[src/rtl/alu_pkg.sv]
// Shared ALUControl encodings and FSM state type for the ALU decoder and execute unit.
package alu_pkg;

  localparam logic [3:0] ALU_ADD  = 4'b0000;
  localparam logic [3:0] ALU_SUB  = 4'b0001;
  localparam logic [3:0] ALU_AND  = 4'b0010;
  localparam logic [3:0] ALU_OR   = 4'b0011;
  localparam logic [3:0] ALU_XOR  = 4'b0100;
  localparam logic [3:0] ALU_SLT  = 4'b0101;
  localparam logic [3:0] ALU_SLTU = 4'b0111;
  localparam logic [3:0] ALU_SLL  = 4'b1000;
  localparam logic [3:0] ALU_SRL  = 4'b1111;
  localparam logic [3:0] ALU_SRA  = 4'b1001;

  typedef enum logic [1:0] {
    ST_IDLE  = 2'd0,
    ST_SHIFT = 2'd1,
    ST_DONE  = 2'd2
  } alu_state_e;

  function automatic logic is_shift_op(input logic [3:0] code);
    return (code == ALU_SLL) || (code == ALU_SRL) || (code == ALU_SRA);
  endfunction

endpackage

[src/rtl/alu_shift_iter.sv]
// Iterative shifter: shifts a latched operand by up to SHIFT_STEP bits per cycle.
// done pulses on the cycle of the last step; result then carries the final value.
module alu_shift_iter
  import alu_pkg::*;
#(
  parameter int XLEN       = 32,
  parameter int SHIFT_STEP = 1,
  parameter int SHAMT_W    = $clog2(XLEN)
) (
  input  logic               clk,
  input  logic               rst_n,
  input  logic               flush,
  input  logic               start,
  input  logic [3:0]         op,
  input  logic [XLEN-1:0]    src,
  input  logic [SHAMT_W-1:0] shamt,
  output logic               done,
  output logic [XLEN-1:0]    result
);

  localparam logic [SHAMT_W-1:0] STEP = SHAMT_W'(SHIFT_STEP);

  logic [XLEN-1:0]    sh_q, sh_d, sh_next;
  logic [SHAMT_W-1:0] rem_q, rem_d, step;
  logic [3:0]         op_q, op_d;
  logic               busy_q, busy_d;

  always_comb begin
    step = (rem_q < STEP) ? rem_q : STEP;
    case (op_q)
      ALU_SLL: sh_next = sh_q << step;
      // sign bit stays in place, so each step refills with the original bit XLEN-1
      ALU_SRA: sh_next = $unsigned($signed(sh_q) >>> step);
      default: sh_next = sh_q >> step;
    endcase
  end

  assign done   = busy_q & (rem_q <= STEP);
  assign result = sh_next;

  always_comb begin
    sh_d   = sh_q;
    rem_d  = rem_q;
    op_d   = op_q;
    busy_d = busy_q;
    if (flush) begin
      busy_d = 1'b0;
      rem_d  = '0;
    end else if (start) begin
      sh_d   = src;
      rem_d  = shamt;
      op_d   = op;
      busy_d = 1'b1;
    end else if (busy_q) begin
      sh_d   = sh_next;
      rem_d  = rem_q - step;
      busy_d = ~done;
    end
  end

  always_ff @(posedge clk or negedge rst_n) begin
    if (!rst_n) begin
      sh_q   <= '0;
      rem_q  <= '0;
      op_q   <= '0;
      busy_q <= 1'b0;
    end else begin
      sh_q   <= sh_d;
      rem_q  <= rem_d;
      op_q   <= op_d;
      busy_q <= busy_d;
    end
  end

endmodule

[src/rtl/alu_exec_unit.sv]
// Execute-stage ALU with valid/ready handshakes and a single registered result slot.
// ALU_FAST_SHIFT_EN selects a single-cycle barrel shifter instead of alu_shift_iter.
//   state    | meaning
//   ST_IDLE  | no op in flight, no result held
//   ST_SHIFT | iterative shift in progress
//   ST_DONE  | result held, out_valid=1 until consumed
module alu_exec_unit
  import alu_pkg::*;
#(
  parameter int XLEN       = 32,
  parameter int SHIFT_STEP = 1
) (
  input  logic            clk,
  input  logic            rst_n,
  input  logic            flush,
  input  logic            in_valid,
  output logic            in_ready,
  input  logic [3:0]      alu_ctrl,
  input  logic [XLEN-1:0] src_a,
  input  logic [XLEN-1:0] src_b,
  output logic            out_valid,
  input  logic            out_ready,
  output logic [XLEN-1:0] result,
  output logic            zero,
  output logic            illegal_op
);

  localparam int SHAMT_W = $clog2(XLEN);

  alu_state_e         state_q, state_d;
  logic [XLEN-1:0]    result_q, result_d;
  logic               zero_q, zero_d;
  logic               illegal_q, illegal_d;

  logic [SHAMT_W-1:0] shamt;
  logic [XLEN-1:0]    alu_res;
  logic [XLEN-1:0]    comb_shift;
  logic               alu_legal;
  logic               accept;
  logic               go_shift;
  logic               sh_done;
  logic [XLEN-1:0]    sh_result;

  assign shamt     = src_b[SHAMT_W-1:0];
  assign out_valid = (state_q == ST_DONE);
  // a held result that is being consumed frees the slot for a back-to-back accept
  assign in_ready  = (state_q != ST_SHIFT) & (~out_valid | out_ready) & ~flush;
  assign accept    = in_valid & in_ready;

`ifdef ALU_FAST_SHIFT_EN
  assign go_shift  = 1'b0;
  assign sh_done   = 1'b0;
  assign sh_result = '0;

  always_comb begin
    case (alu_ctrl)
      ALU_SLL: comb_shift = src_a << shamt;
      ALU_SRA: comb_shift = $unsigned($signed(src_a) >>> shamt);
      default: comb_shift = src_a >> shamt;
    endcase
  end
`else
  // only shamt==0 shifts complete in the accept cycle, and those return src_a
  assign comb_shift = src_a;
  assign go_shift   = is_shift_op(alu_ctrl) && (shamt != '0);

  alu_shift_iter #(
    .XLEN       (XLEN),
    .SHIFT_STEP (SHIFT_STEP),
    .SHAMT_W    (SHAMT_W)
  ) u_shift (
    .clk    (clk),
    .rst_n  (rst_n),
    .flush  (flush),
    .start  (accept & go_shift),
    .op     (alu_ctrl),
    .src    (src_a),
    .shamt  (shamt),
    .done   (sh_done),
    .result (sh_result)
  );
`endif

  always_comb begin
    alu_res   = '0;
    alu_legal = 1'b1;
    case (alu_ctrl)
      ALU_ADD:  alu_res = src_a + src_b;
      ALU_SUB:  alu_res = src_a - src_b;
      ALU_AND:  alu_res = src_a & src_b;
      ALU_OR:   alu_res = src_a | src_b;
      ALU_XOR:  alu_res = src_a ^ src_b;
      ALU_SLT:  alu_res = {{(XLEN-1){1'b0}}, ($signed(src_a) < $signed(src_b))};
      ALU_SLTU: alu_res = {{(XLEN-1){1'b0}}, (src_a < src_b)};
      ALU_SLL, ALU_SRL, ALU_SRA: alu_res = comb_shift;
      default:  alu_legal = 1'b0;
    endcase
  end

  always_comb begin
    state_d   = state_q;
    result_d  = result_q;
    zero_d    = zero_q;
    illegal_d = illegal_q;
    if (flush) begin
      state_d = ST_IDLE;
    end else begin
      case (state_q)
        ST_IDLE, ST_DONE: begin
          if ((state_q == ST_DONE) && out_ready) state_d = ST_IDLE;
          if (accept) begin
            if (go_shift) begin
              state_d   = ST_SHIFT;
              illegal_d = 1'b0;
            end else begin
              state_d   = ST_DONE;
              result_d  = alu_res;
              zero_d    = (alu_res == '0);
              illegal_d = ~alu_legal;
            end
          end
        end
        ST_SHIFT: begin
          if (sh_done) begin
            state_d   = ST_DONE;
            result_d  = sh_result;
            zero_d    = (sh_result == '0);
            illegal_d = 1'b0;
          end
        end
        default: state_d = ST_IDLE;
      endcase
    end
  end

  always_ff @(posedge clk or negedge rst_n) begin
    if (!rst_n) begin
      state_q   <= ST_IDLE;
      result_q  <= '0;
      zero_q    <= 1'b0;
      illegal_q <= 1'b0;
    end else begin
      state_q   <= state_d;
      result_q  <= result_d;
      zero_q    <= zero_d;
      illegal_q <= illegal_d;
    end
  end

  assign result     = result_q;
  assign zero       = zero_q;
  assign illegal_op = illegal_q;

endmodule

[config.mk]
export PLATFORM = sky130hd
export DESIGN_NAME = alu_exec_unit
export DESIGN_NICKNAME = d
export VERILOG_FILES = /design/src/rtl/alu_pkg.sv /design/src/rtl/alu_shift_iter.sv /design/src/rtl/alu_exec_unit.sv
export SDC_FILE = /design/constraint.sdc
export NUM_CORES = 1
export LEC_CHECK = 0
export BUFFER_PORTS_ARGS = -buffer_cell sky130_fd_sc_hd__buf_4
export CAP_MARGIN = 20
export CORE_MARGIN = 2
export CORE_UTILIZATION = 45
export DETAILED_ROUTE_END_ITERATION = 16
export GPL_TIMING_DRIVEN = 0
export PLACE_DENSITY = 0.67
export SLEW_MARGIN = 0
export SYNTH_ARGS = -nofsm -noshare
export SYNTH_HDL_FRONTEND = slang
export SYNTH_SLANG_ARGS = --single-unit
[constraint.sdc]
create_clock -name clk -period 4.1 [get_ports clk]
set_clock_uncertainty 0.2 [all_clocks]
set_input_delay 0 -clock clk [delete_from_list [all_inputs] [get_ports clk]]
set_output_delay 0 -clock clk [all_outputs]
set_load 0.02 [all_outputs]
**Word level (Yosys, flattened, before mapping)**

Cells that the tools add are included.

- Bits in registers: 78
- Word-level logic and storage cells: 100

- Add/sub/neg operators: 3
- $lt $le $gt $ge: 4
- Equality and inequality tests: 19
- Shifts and indexed selects: 3
- Multiplexer cells: 30
- Bitwise logic cells: 13
- Reduce and logical (&&, ||, !) cells: 20

Operators with widths:

| kind | number |
|---|---|
| one-hot mux 32 bit (8 select lines) | 1 |
| two-way mux 32 bit | 5 |
| one-hot mux 32 bit (2 select lines) | 2 |
| logical NOT 32 bit | 2 |
| < comparator 32 bit | 2 |
| adder 32 bit | 1 |
| AND 32 bit | 1 |
| OR 32 bit | 1 |
| << shifter 32 x 5 -> 32 bit | 1 |
| right shift 32 x 5 -> 32 bit | 1 |
| >>> shifter 32 x 5 -> 32 bit | 1 |
| subtractor 32 bit | 1 |
| bitwise XOR 32 bit | 1 |
| equality test 4 bit, second input constant | 5 |
| two-way mux 5 bit | 4 |
| equality test 4 x 3 -> 1 bit, second input constant | 3 |
| two-way mux 1 bit | 10 |
| two-way mux 2 bit | 5 |
| OR reduction 10 bit | 1 |
| equality test 4 x 2 -> 1 bit, second input constant | 2 |
| AND reduction 2 bit | 3 |
| AND 1 bit | 5 |
| less-or-equal comparator 5 x 1 -> 1 bit, second input constant | 1 |
| < comparator 5 x 1 -> 1 bit, second input constant | 1 |
| other kinds (23) | 32 |

**Logic depth before layout (Yosys ltp)**

- Depth in word-level cells: 9
- Depth in mapped cells: 15

**Cells and area by module**

From an unflattened synthesis, not the netlist that was laid out.

- Cells, all modules: 1,444
- Area, all modules: 10,872.9 um2

By module, submodules not included:

| module | times used | cells each | area an instance (um2) | seq. area each (um2) |
|---|---|---|---|---|
| alu_exec_unit | 1 | 1,168 | 8,165.3 | 900.9 |
| alu_shift_iter | 1 | 276 | 2,707.6 | 1,051.0 |

**Least setup slack after synthesis**

OpenSTA, ideal clock, no wires.

- Path kind: input-to-reg
- Start point: input src_a[0]
- End point: register zero_q, in the netlist zero
- Data arrival time: 2,821 ps
- Required time: 3,799 ps
- Path slack: 978 ps
- Cell stages on the path: 15
- Cells stage by stage: ha_1 > inv_1 > fa_1 > nor2b_1 > o2111a_1 > o311ai_0 > a31o_1 > a221oi_1 > o211ai_1 > nor4_1 > nand4_1 > nor4_1 > o2111a_1 > nand4_1 > o311ai_2

- Cells in the longest elaborated chain, start to end: 6

RTL lines:

| item | RTL line | text |
|---|---|---|
| start, declared | alu_exec_unit.sv:19 | `input logic [XLEN-1:0] src_a,` |
| subtractor 32 bit (tied with other cells) | alu_exec_unit.sv:89 | `ALU_SUB: alu_res = src_a - src_b;` |
| one-hot mux 32 bit (8 select lines) (*) | alu_exec_unit.sv:87 | `case (alu_ctrl)` |
| logical NOT 32 bit (*) | alu_exec_unit.sv:118 | `zero_d = (alu_res == '0);` |
| two-way mux 1 bit (*) | alu_exec_unit.sv:112 | `if (go_shift) begin` |
| two-way mux 1 bit (*) | alu_exec_unit.sv:111 | `if (accept) begin` |
| one-hot mux 1 bit (2 select lines) (*) | alu_exec_unit.sv:108 | `case (state_q)` |
| end signal, assigned | alu_exec_unit.sv:145 | `zero_q <= zero_d;` |
| end, declared | alu_exec_unit.sv:32 | `logic zero_q, zero_d;` |

Mark *: on every way between the ends. The rest lies on a longest branch, timed or not. The select of a mux whose other input is x is not followed.
A chain may end at the register's enable or synchronous reset.

**Worst setup path in the final report**

- Start point: input src_a[11]
- End point: register zero_q, in the netlist zero

Same word-level chain as after synthesis.

==> impl_metrics.csv <==
group,metric,value,unit
min_path,hold_depth,4,
detailed_routing,routedWlPerCell,23.27,µm
detailed_routing,vias_per_cell,6.285,
detailed_routing,dr.pass1.iters,6,
detailed_routing,postRouteAntennaNets,0,
critical_path,rr_worst_depth,13,
critical_path,max_stage_delay,0.63,ns
synthesis,ys.warnings.count,0,
power_and_ir_drop,p_switching,1.509,mW
clock_tree,cts_tree,"done",
cells_and_area,stdcell_count,1886,
power_and_ir_drop,pwr-share-comb,49.7,%
global_route,grt_max_degree,79,
cells_and_area,antennaDiodeCount,0,
critical_path,cp_max_fo,10,
cells_and_area,area_delta_synth_final,19.43,%
synthesis,ys_ff_latch,78,
synthesis,synthTopCellsByCount,"174 x nor2_1, 154 x a21oi_1, 131 x nand2_1",
flow_run,max_cap_viol_count,0,
power_and_ir_drop,power_switching_share,43.03,%
timing,drv_slew,0,
floorplanning,initial_core_util,46.02,%
synthesis,synth_area,10450,µm²
clock_tree,cts_made_buffers,9,
synthesis,yosysMostFrequentCell,"nor2_1",
place,dpl_worst_slack,-0.4634,ns
synthesis,synth_area_leader_cell,"dfrtp_1",
floorplanning,dieArea,24460,µm²
timing,setup_viol,1,
power_and_ir_drop,leakage,5.588,nW
synthesis,synth_top_area_share,18.68,%
critical_path,start_kind,"input pin",
cells_and_area,fin_area,12480,µm²
synthesis,syn-num-nets,1618,
synthesis,synth_cells,1428,
outcome,violations,"setup timing",
critical_path,worst-path-buf-inv,4,
outcome,status,"finished, violations left",
place,io_buffers,105,
global_route,grtUsageTotal,35.74,%
power_and_ir_drop,peakVddDrop,0.2297,mV
global_route,grt_overflow_total,0,
min_path,holdPathEnd,"zero",
place,dp_hpwl,34.25,mm
critical_path,r2r_slack,0.18,ns
timing,post-route-min-period,4.106,ns
timing,slew_headroom,32.52,%
timing,fmax,243.6,MHz
detailed_routing,wirelength,43.88,mm
critical_path,path_cells,"dlygate4sd3_1 > buf_4 > inv_1 > ha_1 > buf_2 > nand2_1 > nor4_2 > nand4_1 > nand2_1 > o21ai_1 > or3_1 > o21ai_1 > xnor2_1 > a221oi_1 > nand4_1 > o311ai_2",
floorplanning,num_rows,55,
critical_path,r2r-end,"zero",
place,dp_cells,1819,
floorplanning,die_h,156.4,µm
power_and_ir_drop,p_seq_share,28.0,%
floorplanning,core-area,22710,µm²
critical_path,cp-startpoint,"src_a[11]",
min_path,min-delay-start,"src_a[23]",
power_and_ir_drop,p_int,1.998,mW
global_route,grt_pass1_vias,11330,
cells_and_area,drive_gt1_share,13.30,%
synthesis,postSynthAreaPerCell,7.318,µm²
floorplanning,die_w,156.4,µm
min_path,hp-class,"in2reg",
detailed_routing,via_count,11850,
synthesis,yosysSeqAreaShare,18.68,%
timing,hold_viol,0,
timing,period_share,100.1,%
global_route,grt_pass1_wl,66.84,mm
timing,rsz0062_at_grt,"true",
clock_tree,htreeDepth,3,
synthesis,synth-main-ff-cell,"dfrtp_1",
timing,setup_slack,-0.005690,ns
place,place.gp.congestion,1.041,
critical_path,r2r_start,"state_q[0]",
clock_tree,insertion_delay,0.35,ns
critical_path,crit_type,"in2reg",
critical_path,arrival,4.16,ns
clock_tree,path_clk_slew,0.06,ns
power_and_ir_drop,power,3.507,mW
detailed_routing,drt-initial-drc-count,1344,
power_and_ir_drop,power_frac_clock,22.3,%
clock_tree,clock-root-buffer,"clkbuf_16",
place,placed_area,11610,µm²
critical_path,end_kind,"flip-flop",
synthesis,yosys-top-cells-area,"dfrtp_1 19%, ha_1 14%, a21oi_1 7.4%",
clock_tree,cts_max_path_buffers,2,
power_and_ir_drop,pwr_density_cell,281.0,nW/µm²
clock_tree,cts.sink_count,78,
cells_and_area,final_net_count,1786,
synthesis,yosysUniqueCellTypes,97,
synthesis,synth-edff-count,0,
detailed_routing,drc,0,
critical_path,slowest_stage,"a221oi_1",
global_route,grt_antenna_before_repair,0,
synthesis,synth-async-reset-ratio,100.0,%
critical_path,worstPathRequired,4.15,ns
timing,worstMarginPinSlew,1.012,ns
floorplanning,io_pins,109,
critical_path,critical-path-top-delay-family,"simple AND/OR/NAND/NOR gates",
registers in the layout (all words and copies together), names as in the netlist:
name	cells
u_shift.busy_q	1
state_q	2
u_shift.sh_q	32
result	32
u_shift.rem_q	5
zero	1
u_shift.op_q	4
illegal_op	1
area by class of cell:
| class | instances | area [µm²] |
|---|---|---|
| fillers | 2215 | 10230 |
| inverters | 105 | 394.1 |
| well taps | 285 | 356.6 |
| multi-input cells | 1149 | 7740 |
| clock buffers | 14 | 274.0 |
| clock inverters | 2 | 15.01 |
| flip-flops and latches | 78 | 1952 |
| plain buffers | 95 | 425.4 |
| repair buffers | 158 | 1324 |
power groups by stage:
| stage | clock network [mW] | logic, mW | registers [mW] |
|---|---|---|---|
| 2_1_floorplan | 0 | 0.950 | 1.07 |
| 3_3_place_gp | 0 | 1.63 | 0.991 |
| 3_5_place_dp | 0 | 1.64 | 0.993 |
| 4_1_cts | 0.783 | 1.69 | 0.980 |
| 5_1_grt | 0.815 | 1.87 | 0.995 |
| 6_report | 0.782 | 1.74 | 0.982 |
worst reg2reg max path, cell delays in order (launching register included):
cell and delay [ns]:
dfrtp_1 0.47, nor2b_1 0.15, buf_2 0.26, nand3_1 0.11
a21oi_1 0.33, o21ai_1 0.27, nor4_1 0.32, nand4_1 0.15
nor4_1 0.43, nand4_1 0.22, nor4_2 0.32, o2111a_1 0.21
nand4_1 0.13, o311ai_2 0.26
per-layer routing:
layer  part of all wire [%]  track usage (%)
met5                      0                0
met4                    4.2            15.60
met3                    9.5            4.929
met2                     45            57.06
met1                     41            48.20
layout by cell type (no fill, tap or decap), drive strengths merged, types with 15 or more instances in the layout:
cell / netlist / final
a211oi: 34 / 34
a21o: 15 / 15
a21oi: 155 / 155
buf: 31 / 138
clkbuf: 65 / 80
dfrtp: 78 / 78
dlygate4sd3: 0 / 49
ha: 115 / 115
inv: 105 / 105
mux2i: 43 / 43
nand2: 133 / 133
nand3: 22 / 22
nand4: 18 / 18
nor2: 175 / 175
nor3: 23 / 23
nor4: 23 / 23
o211ai: 18 / 18
o21ai: 114 / 114
o31ai: 23 / 23
xnor2: 15 / 15
worst max-delay path by stage:
stage	slack [ns]	cells after the start	endpoint
floorplan	0.98	15	zero
global route	-0.12	17	zero
detailed placement	-0.46	16	zero
global placement	-0.41	16	zero
CTS	0.03	17	result[29]
finish	-0.006	16	zero
timing repair:
| action | in CTS | in global routing |
|---|---|---|
| hold buffers | 48 | 1 |
| setup endpoints to repair | 1 | 3 |
| gates resized for setup | 1 | 13 |
| setup buffers | 0 | 0 |
| endpoints found under the hold margin | 122 | 28 |
| pin swaps | 0 | 2 |
kinds of logic (layout without fill, tap and decap cells):
kind of cell,count (synthesis),count (layout),share of synthesized area [%]
AO/OA/AOI/OAI,488,488,30.95
AND/OR/NAND/NOR,470,470,21.35
buffers and inverters,201,374,7.866
adder cells (fa/ha/maj),117,117,14.15
flip-flops,78,78,18.68
multiplexers,55,55,5.412
XOR/XNOR,19,19,1.592
stage by stage:
stage	setup TNS [ns]	utilization, %	hold WS (ns)
4_1_cts	0	54.53	0.003393
5_1_grt	-0.1210	54.96	0.04861
2_1_floorplan	0	-	-0.4956
3_3_place_gp	-0.4095	51.06	0.02609
3_5_place_dp	-0.4711	51.12	0.03345
6_report	-0.005690	54.96	0.02233
Power figures use the tool's default switching activity.
